[src/rtl/debounce_pkg.sv]
// Shared types and constants for the debounce_sync block.
package debounce_pkg;

  typedef enum logic [1:0] {
    STABLE_LO = 2'd0,
    PEND_HI   = 2'd1,
    STABLE_HI = 2'd2,
    PEND_LO   = 2'd3
  } db_state_e;

  localparam int GLITCH_CNT_W = 8;

endpackage

[src/rtl/sync_chain.sv]
// SYNC_STAGES-deep 1-bit synchronizer; all flops reset to 0 asynchronously.
module sync_chain #(
  parameter int SYNC_STAGES = 2
) (
  input  logic clk,
  input  logic rst,
  input  logic d,
  output logic s
);

  logic [SYNC_STAGES-1:0] sync_q;
  logic [SYNC_STAGES-1:0] sync_d;

  always_comb begin
    sync_d = {sync_q[SYNC_STAGES-2:0], d};
  end

  always_ff @(posedge clk or negedge rst) begin
    if (!rst) sync_q <= '0;
    else      sync_q <= sync_d;
  end

  assign s = sync_q[SYNC_STAGES-1];

endmodule

[src/rtl/debounce_sync.sv]
// Synchronizer + 4-state debounce FSM with registered level and edge pulses.
// Optional aborted-transition counter enabled by DEBOUNCE_GLITCH_CNT_EN.
module debounce_sync
  import debounce_pkg::*;
#(
  parameter int SYNC_STAGES     = 2,
  parameter int DEBOUNCE_CYCLES = 16
) (
  input  logic clk,
  input  logic rst,
  input  logic d_raw,
  output logic q_clean,
  output logic rise,
  output logic fall,
  output logic busy
`ifdef DEBOUNCE_GLITCH_CNT_EN
  ,
  output logic [GLITCH_CNT_W-1:0] glitch_cnt
`endif
);

  localparam int CNT_W = $clog2(DEBOUNCE_CYCLES);
  localparam logic [CNT_W-1:0] CNT_MAX = CNT_W'(DEBOUNCE_CYCLES - 1);

  logic s;

  sync_chain #(.SYNC_STAGES(SYNC_STAGES)) u_sync (
    .clk (clk),
    .rst (rst),
    .d   (d_raw),
    .s   (s)
  );

  db_state_e        state_q, state_d;
  logic [CNT_W-1:0] cnt_q, cnt_d;
  logic             q_clean_q, q_clean_d;
  logic             rise_q, rise_d;
  logic             fall_q, fall_d;
  logic             busy_q, busy_d;
`ifdef DEBOUNCE_GLITCH_CNT_EN
  logic                    abort;
  logic [GLITCH_CNT_W-1:0] glitch_q, glitch_d;
`endif

  // Abort is tested before terminal count so a late toggle always wins.
  always_comb begin
    state_d   = state_q;
    cnt_d     = cnt_q;
    q_clean_d = q_clean_q;
    rise_d    = 1'b0;
    fall_d    = 1'b0;
`ifdef DEBOUNCE_GLITCH_CNT_EN
    abort     = 1'b0;
`endif
    case (state_q)
      STABLE_LO: begin
        if (s) begin
          state_d = PEND_HI;
          cnt_d   = '0;
        end
      end
      PEND_HI: begin
        if (!s) begin
          state_d = STABLE_LO;
`ifdef DEBOUNCE_GLITCH_CNT_EN
          abort   = 1'b1;
`endif
        end else if (cnt_q == CNT_MAX) begin
          state_d   = STABLE_HI;
          q_clean_d = 1'b1;
          rise_d    = 1'b1;
        end else begin
          cnt_d = cnt_q + CNT_W'(1);
        end
      end
      STABLE_HI: begin
        if (!s) begin
          state_d = PEND_LO;
          cnt_d   = '0;
        end
      end
      PEND_LO: begin
        if (s) begin
          state_d = STABLE_HI;
`ifdef DEBOUNCE_GLITCH_CNT_EN
          abort   = 1'b1;
`endif
        end else if (cnt_q == CNT_MAX) begin
          state_d   = STABLE_LO;
          q_clean_d = 1'b0;
          fall_d    = 1'b1;
        end else begin
          cnt_d = cnt_q + CNT_W'(1);
        end
      end
      default: begin
        state_d = STABLE_LO;
        cnt_d   = '0;
      end
    endcase
    busy_d = (state_d == PEND_HI) || (state_d == PEND_LO);
  end

  always_ff @(posedge clk or negedge rst) begin
    if (!rst) begin
      state_q   <= STABLE_LO;
      cnt_q     <= '0;
      q_clean_q <= 1'b0;
      rise_q    <= 1'b0;
      fall_q    <= 1'b0;
      busy_q    <= 1'b0;
    end else begin
      state_q   <= state_d;
      cnt_q     <= cnt_d;
      q_clean_q <= q_clean_d;
      rise_q    <= rise_d;
      fall_q    <= fall_d;
      busy_q    <= busy_d;
    end
  end

  assign q_clean = q_clean_q;
  assign rise    = rise_q;
  assign fall    = fall_q;
  assign busy    = busy_q;

`ifdef DEBOUNCE_GLITCH_CNT_EN
  // Saturating count of aborted transitions.
  always_comb begin
    glitch_d = glitch_q;
    if (abort && (glitch_q != '1)) glitch_d = glitch_q + GLITCH_CNT_W'(1);
  end

  always_ff @(posedge clk or negedge rst) begin
    if (!rst) glitch_q <= '0;
    else      glitch_q <= glitch_d;
  end

  assign glitch_cnt = glitch_q;
`endif

endmodule

[config.mk]
export PLATFORM = sky130hd
export DESIGN_NAME = debounce_sync
export DESIGN_NICKNAME = d
export VERILOG_FILES = /design/src/rtl/debounce_pkg.sv /design/src/rtl/sync_chain.sv /design/src/rtl/debounce_sync.sv
export SDC_FILE = /design/constraint.sdc
export NUM_CORES = 1
export LEC_CHECK = 0
export BUFFER_PORTS_ARGS = -buffer_cell sky130_fd_sc_hd__buf_2
export CORE_AREA = 4 4 41 43
export DETAILED_ROUTE_END_ITERATION = 8
export DIE_AREA = 0 0 45 47
export HOLD_SLACK_MARGIN = 0.03
export PLACE_DENSITY = 0.57
export SLEW_MARGIN = 15
export SYNTH_ARGS = -nofsm -noshare
export SYNTH_HDL_FRONTEND = slang
export SYNTH_HIERARCHICAL = 1
export SYNTH_SLANG_ARGS = --single-unit
[constraint.sdc]
create_clock -name clk -period 2.5 [get_ports clk]
set_input_delay 0 -clock clk [delete_from_list [all_inputs] [get_ports clk]]
set_output_delay 0 -clock clk [all_outputs]
set_load 0.01 [all_outputs]
==> flow_summary.json, run 1 <==
{
  "synthesis.nets": 43,
  "pre_cts_ws_ns": 1.11,
  "grt_max_degree": 12,
  "finalHoldViolCount": 0,
  "period_share_pct": 56.2,
  "syn_inst": 39,
  "max_freq_ghz": 0.712,
  "gr-total-overflow": 0,
  "finalSetupViolCount": 0,
  "row_count": 13,
  "cts_tree": "built",
  "clk_latency_ns": 0.27,
  "io_buffers": 6,
  "worst_slew_pin_slew_ns": 0.310,
  "gp_congestion": 0.792,
  "ys_ff_latch": 11,
  "detail_route.wirelength_um": 846,
  "drc": 0,
  "setup_ws_ns": 1.10,
  "dr.pass1.iters": 4,
  "io_pins": 7,
  "h-tree-depth": 1,
  "switching_share_pct": 24.9,
  "combPwrFrac_pct": 10.2,
  "p_leak_nw": 0.281,
  "worstPathArrival_ns": 1.56,
  "cts_max_path_buffers": 2,
  "drv_cap": 0,
  "path_buf_inv": 0,
  "finClkSkew_ns": 0.00373,
  "slew_viol_final": 0,
  "required_ns": 2.66,
  "layout.nets": 56,
  "synthesis.area_sq_um": 470,
  "via_count": 327,
  "crit_path_start_kind": "flop",
  "grt_usage_pct": 9.30,
  "switchingPower_w": 0.0000905,
  "drt_iter0_markers": 7,
  "initial_core_util_pct": 36.2,
  "cts_sinks": 11,
  "p_clk_share_pct": 32.6,
  "worstPathCellList": "ha_1 > nand4_2 > nand2_2 > mux2_4",
  "cp_top_family": "flip-flops",
  "avgSynthCellArea_sq_um": 12.1,
  "grt_pass1_wl_um": 1340,
  "seq_power_share_pct": 57.2,
  "wl_per_cell_um": 12.8,
  "vdd_drop_max_mv": 0.310,
  "crit_fanout": 5,
  "clkSlewWorstSetupHoldPaths_ns": 0.07,
  "critical-path-max-stage-delay_ns": 0.40,
  "dp_hpwl_um": 633,
  "routed_via_density": 4.95,
  "ant_nets": 0,
  "slowest_stage": "dfrtp_1",
  "intPower_w": 0.000273,
  "grt_pass1_vias": 287,
  "drive_gt1_share_pct": 25.5,
  "fin_crit_ns": 1.40,
  "ys_warn_count": 6,
  "slew_headroom_pct": 79.3,
  "die_w_um": 45,
  "hold_path_class": "input pin to asynchronous set/reset pin",
  "yosysUniqueCellTypes": 21,
  "place_area_sq_um": 519,
  "cts-root-buf": "clkbuf_4",
  "num_antenna_cells": 0,
  "die_area_sq_um": 2120,
  "endpoint_kind": "flop",
  "outcome": "complete, no violations",
  "syn2layout_area_growth_pct": 20.2,
  "power_density_nw_per_um2": 643,
  "die_y_um": 47,
  "critPathKind": "flop to flop",
  "fin_tns_setup_ns": 0,
  "stdcell_area_sq_um": 566,
  "antenna_found_initial": 0,
  "power_w": 0.000363,
  "core-area_sq_um": 1300,
  "cts_buffers": 3,
  "rsz0062_at_grt": "no",
  "ys_seq_area_share_pct": 58.5
}
-- flip-flops by register name, indices dropped and copies added, names as in the netlist --
signal         cells
u_sync/sync_q      2
rise               1
q_clean            1
state_q            2
cnt_q              4
fall               1
-- layout by cell type, fill, tap and decap left out, types with 2 or more instances in the layout --
cell,count
dlygate4sd3_1,2
nand2_1,6
buf_2,6
clkbuf_4,3
nor2_1,2
a21oi_1,2
inv_1,2
dfrtp_1,11
-- per-layer routing --
layer  vias up  global-route usage, %  routed length [um]  share of wire (%)
li1        163                      -                   -                  -
met2         9                   14.7                 404                 48
met4         0                   5.26                  19                2.2
met5         -                      0                   0                  0
met1       152                   11.6                 380                 45
met3         3                   2.30                  42                5.0
-- cells in the mapped netlist, drive strengths merged --
master / number / area (sq um)
dfrtp: 11 / 275
nand2: 7 / 28.8
a21oi: 2 / 10.0
inv: 2 / 7.51
nand4: 2 / 18.8
nor2: 2 / 7.51
a21bo: 1 / 10.0
a22o: 1 / 8.76
and4: 1 / 8.76
ha: 1 / 12.5
mux2: 1 / 15.0
nand3: 1 / 5.00
nand4bb: 1 / 11.3
nor2b: 1 / 6.26
nor3b: 1 / 7.51
o21ai: 1 / 5.00
o21bai: 1 / 7.51
o221ai: 1 / 8.76
xor2: 1 / 16.3
-- metrics by stage --
step	utilization, %	hold slack (ns)	instances
2_1_floorplan	-	-0.296	39
3_3_place_gp	39.9	-0.127	60
3_5_place_dp	39.9	-0.118	60
4_1_cts	43.5	0.133	66
5_1_grt	43.5	0.145	66
6_report	43.5	0.124	66
-- kinds of logic (layout without fill, tap and decap cells) --
kind of cell / count (synthesis) / after routing / share of synthesized area (%)
DFF: 11 / 11 / 58.5
adders and majority gates: 1 / 1 / 2.66
AOI/OAI and AO/OA: 7 / 7 / 10.6
muxes: 1 / 1 / 3.19
and+or+nand+nor: 16 / 16 / 19.9
buffers and inverters: 2 / 14 / 1.60
xor gates and xnor gates: 1 / 1 / 3.46
-- path summary, 6_finish.rpt --
kind / depth (start not counted) / endpoint / slack (ns) / from
min in group clk: 0 / u_sync/sync_q[1]$_DFF_PN0_ / 0.35 / u_sync/sync_q[0]$_DFF_PN0_
max reg2reg: 4 / cnt_q[0]$_DFFE_PN0P_ / 1.10 / cnt_q[0]$_DFFE_PN0P_
min reg2reg: 0 / u_sync/sync_q[1]$_DFF_PN0_ / 0.35 / u_sync/sync_q[0]$_DFF_PN0_
min: 2 / rise$_DFF_PN0_ / 0.12 / rst
max: 4 / cnt_q[0]$_DFFE_PN0P_ / 1.10 / cnt_q[0]$_DFFE_PN0P_
max in group asynchronous: 2 / q_clean$_DFFE_PN0P_ / 2.18 / rst
-- power groups by stage --
stage / Combinational [W] / Sequential [W] / Clock [W]
final: 0.0000373 / 0.000208 / 0.000118
after floorplan: 0.0000238 / 0.000207 / 0
after global routing: 0.0000444 / 0.000210 / 0.000129
after detailed placement: 0.0000353 / 0.000211 / 0
after CTS: 0.0000382 / 0.000208 / 0.000122
after global placement: 0.0000319 / 0.000209 / 0
-- cell type report --
type	instances	area (sq um)
Clock buffer	4	26.3
Tap cell	15	18.8
Multi-Input combinational cell	26	188
Timing Repair Buffer	8	50.0
Sequential cell	11	275
Inverter	2	7.51
Fill cell	135	736
-- timing repair --
action	in CTS	in global routing
hold buffers	2	0
gates resized for setup	0	0
hold endpoints to repair	12	0
buffers inserted	0	0
No activity file was read; power rests on OpenSTA's default activity.
==> run 2, diff against run 1 <==
- PLACE_DENSITY: 0.57 -> 0.59
- clock period: 2.5 -> 1.1 ns (I/O delays scaled with it)
==> run 2 against run 1 <==
Against the previous run: the flow now finishes with violations (setup timing); flip-flop and latch count unchanged; die area unchanged; clock-buffer cell count unchanged; utilization increased by 11 points; final area increased by 25%; global-route usage increased by 3.0 points; worst hold slack got worse by 0.0087 ns; routed wire length increased by 22%; fmax increased by 14%; power increased by 150%; critical path type unchanged; critical endpoint unchanged.
==> flow_summary.json, run 2 (synthesized netlist as in run 1, its figures left out) <==
{
  "routed_via_density": 4.91,
  "clkSlewWorstSetupHoldPaths_ns": 0.07,
  "grt_max_degree": 12,
  "grt_usage_pct": 12.3,
  "period_share_pct": 112,
  "fin_crit_ns": 1.23,
  "max_freq_ghz": 0.813,
  "cts_sinks": 11,
  "multi_input_area_sq_um": 239,
  "seqCellArea_sq_um": 275,
  "num_antenna_cells": 0,
  "largest-register": "cnt_q",
  "layout_commonest_cell": "dfrtp_1",
  "finClkSkew_ns": 0.00671,
  "slew_viol_final": 0,
  "core-area_sq_um": 1300,
  "drive_gt1_share_pct": 48.4,
  "cts_tree": "built",
  "die_w_um": 45,
  "gr-total-overflow": 0,
  "violations": "setup timing",
  "dp_hpwl_um": 737,
  "wl_per_cell_um": 13.4,
  "power_density_nw_per_um2": 1260,
  "combPwrFrac_pct": 16.5,
  "drt_iter0_markers": 3,
  "place_area_sq_um": 608,
  "finalSetupViolCount": 5,
  "h-tree-depth": 1,
  "gp_congestion": 0.801,
  "syn2layout_area_growth_pct": 50.3,
  "cts_max_path_buffers": 2,
  "p_clk_share_pct": 30.4,
  "critPathKind": "flop to flop",
  "largestRegisters": "cnt_q x4, state_q x2, u_sync/sync_q x2",
  "crit_path_end": "cnt_q[0]$_DFFE_PN0P_",
  "p_leak_nw": 0.349,
  "crit_path_start_kind": "flop",
  "r2r-start": "cnt_q[0]$_DFFE_PN0P_",
  "cts_buffers": 3,
  "fin_tns_setup_ns": -0.428,
  "crit_fanout": 4,
  "slew_headroom_pct": 83.5,
  "worst_slew_pin_slew_ns": 0.247,
  "grt_pass1_vias": 428,
  "drc": 0,
  "die_area_sq_um": 2120,
  "vdd_drop_max_mv": 0.849,
  "switching_share_pct": 25.8,
  "io_buffers": 6,
  "rsz0062_at_grt": "yes",
  "intPower_w": 0.000663,
  "cts-root-buf": "clkbuf_4",
  "layout_common_cells": "11 x dfrtp_1, 9 x buf_4, 6 x buf_2",
  "seq_power_share_pct": 53.0,
  "worstPathArrival_ns": 1.38,
  "endpoint_kind": "flop",
  "drv_cap": 0,
  "dr.pass1.iters": 2,
  "antenna_found_initial": 0,
  "required_ns": 1.25,
  "io_pins": 7,
  "final_cell_count_no_fill": 77,
  "hold_path_class": "input pin to asynchronous set/reset pin",
  "outcome": "finished, violations left",
  "largest_reg_flops": 4,
  "detail_route.wirelength_um": 1040,
  "r2r_slack_ns": -0.13,
  "utilization_pct": 54.3,
  "stdcell_area_sq_um": 707,
  "rr_endpoint": "cnt_q[0]$_DFFE_PN0P_",
  "via_count": 378,
  "cp-startpoint": "cnt_q[0]$_DFFE_PN0P_",
  "grt_pass1_wl_um": 1790,
  "nFillCells": 132,
  "ant_nets": 0,
  "layout.nets": 67,
  "hold_slack_ns": 0.115,
  "switchingPower_w": 0.000230,
  "row_count": 13,
  "dp_cells": 69,
  "finalHoldViolCount": 0,
  "initial_core_util_pct": 36.2,
  "die_y_um": 47,
  "clk_latency_ns": 0.27,
  "setup_ws_ns": -0.130,
  "reg2reg_depth": 4
}
## run 2: changes by cell type in the layout (fill, tap and decap cells not counted), sizes merged
| cell | delta |
|---|---|
| buf | +11 |
## run 2: final cells by class
class                           instances  area share (%)
Timing Repair Buffer                   19            19.8
Inverter                                2            1.06
Tap cell                               15            2.65
Clock buffer                            4            3.72
Multi-Input combinational cell         26            33.8
Sequential cell                        11            38.9
## run 2: power by group through the flow
| stage | sequential (W) | clock, W | combinational [W] |
|---|---|---|---|
| 6_report | 0.000473 | 0.000272 | 0.000148 |
| 5_1_grt | 0.000477 | 0.000310 | 0.000162 |
| 4_1_cts | 0.000473 | 0.000277 | 0.000142 |
| 3_5_place_dp | 0.000479 | 0 | 0.000134 |
| 3_3_place_gp | 0.000478 | 0 | 0.000124 |
| 2_1_floorplan | 0.000482 | 0 | 0.0000617 |
## run 2: worst max-delay path, stage by stage, from the launching register on
cell	delay, ns
dfrtp_1	0.39
ha_4	0.18
nand4_4	0.15
nand2_4	0.11
mux2_4	0.29
## run 2: routing by layer
metal / share of wire [%] / up-vias / track usage (%)
met5: 0 / - / 0
met1: 41 / 183 / 12.6
met4: 0.58 / 0 / 6.43
met2: 52 / 9 / 20.1
li1: - / 184 / -
met3: 6.6 / 2 / 7.28
## run 2: worst min path at each step
stage | slack, ns | from | to
final | 0.12 | rst | rise$_DFF_PN0_
after global routing | 0.13 | rst | rise$_DFF_PN0_
after CTS | 0.12 | rst | rise$_DFF_PN0_
after detailed placement | -0.12 | rst | rise$_DFF_PN0_
after global placement | -0.13 | rst | cnt_q[3]$_DFFE_PN0P_
after floorplan | -0.30 | rst | cnt_q[0]$_DFFE_PN0P_
## run 2: stage by stage
| stage | total power (W) | setup slack (ns) |
|---|---|---|
| final | 0.000892 | -0.130 |
| after global routing | 0.000948 | -0.178 |
| after CTS | 0.000893 | -0.124 |
| after detailed placement | 0.000613 | -0.134 |
| after global placement | 0.000601 | -0.0922 |
| after floorplan | 0.000543 | -0.107 |
## run 2: repair_timing
action / CTS / global route
buffers inserted: 1 / 2
resized for setup: 3 / 7
hold buffers: 2 / 0
endpoints found under the hold margin: 12 / 0
setup endpoints to repair: 6 / 8
pin swaps: 3 / 4
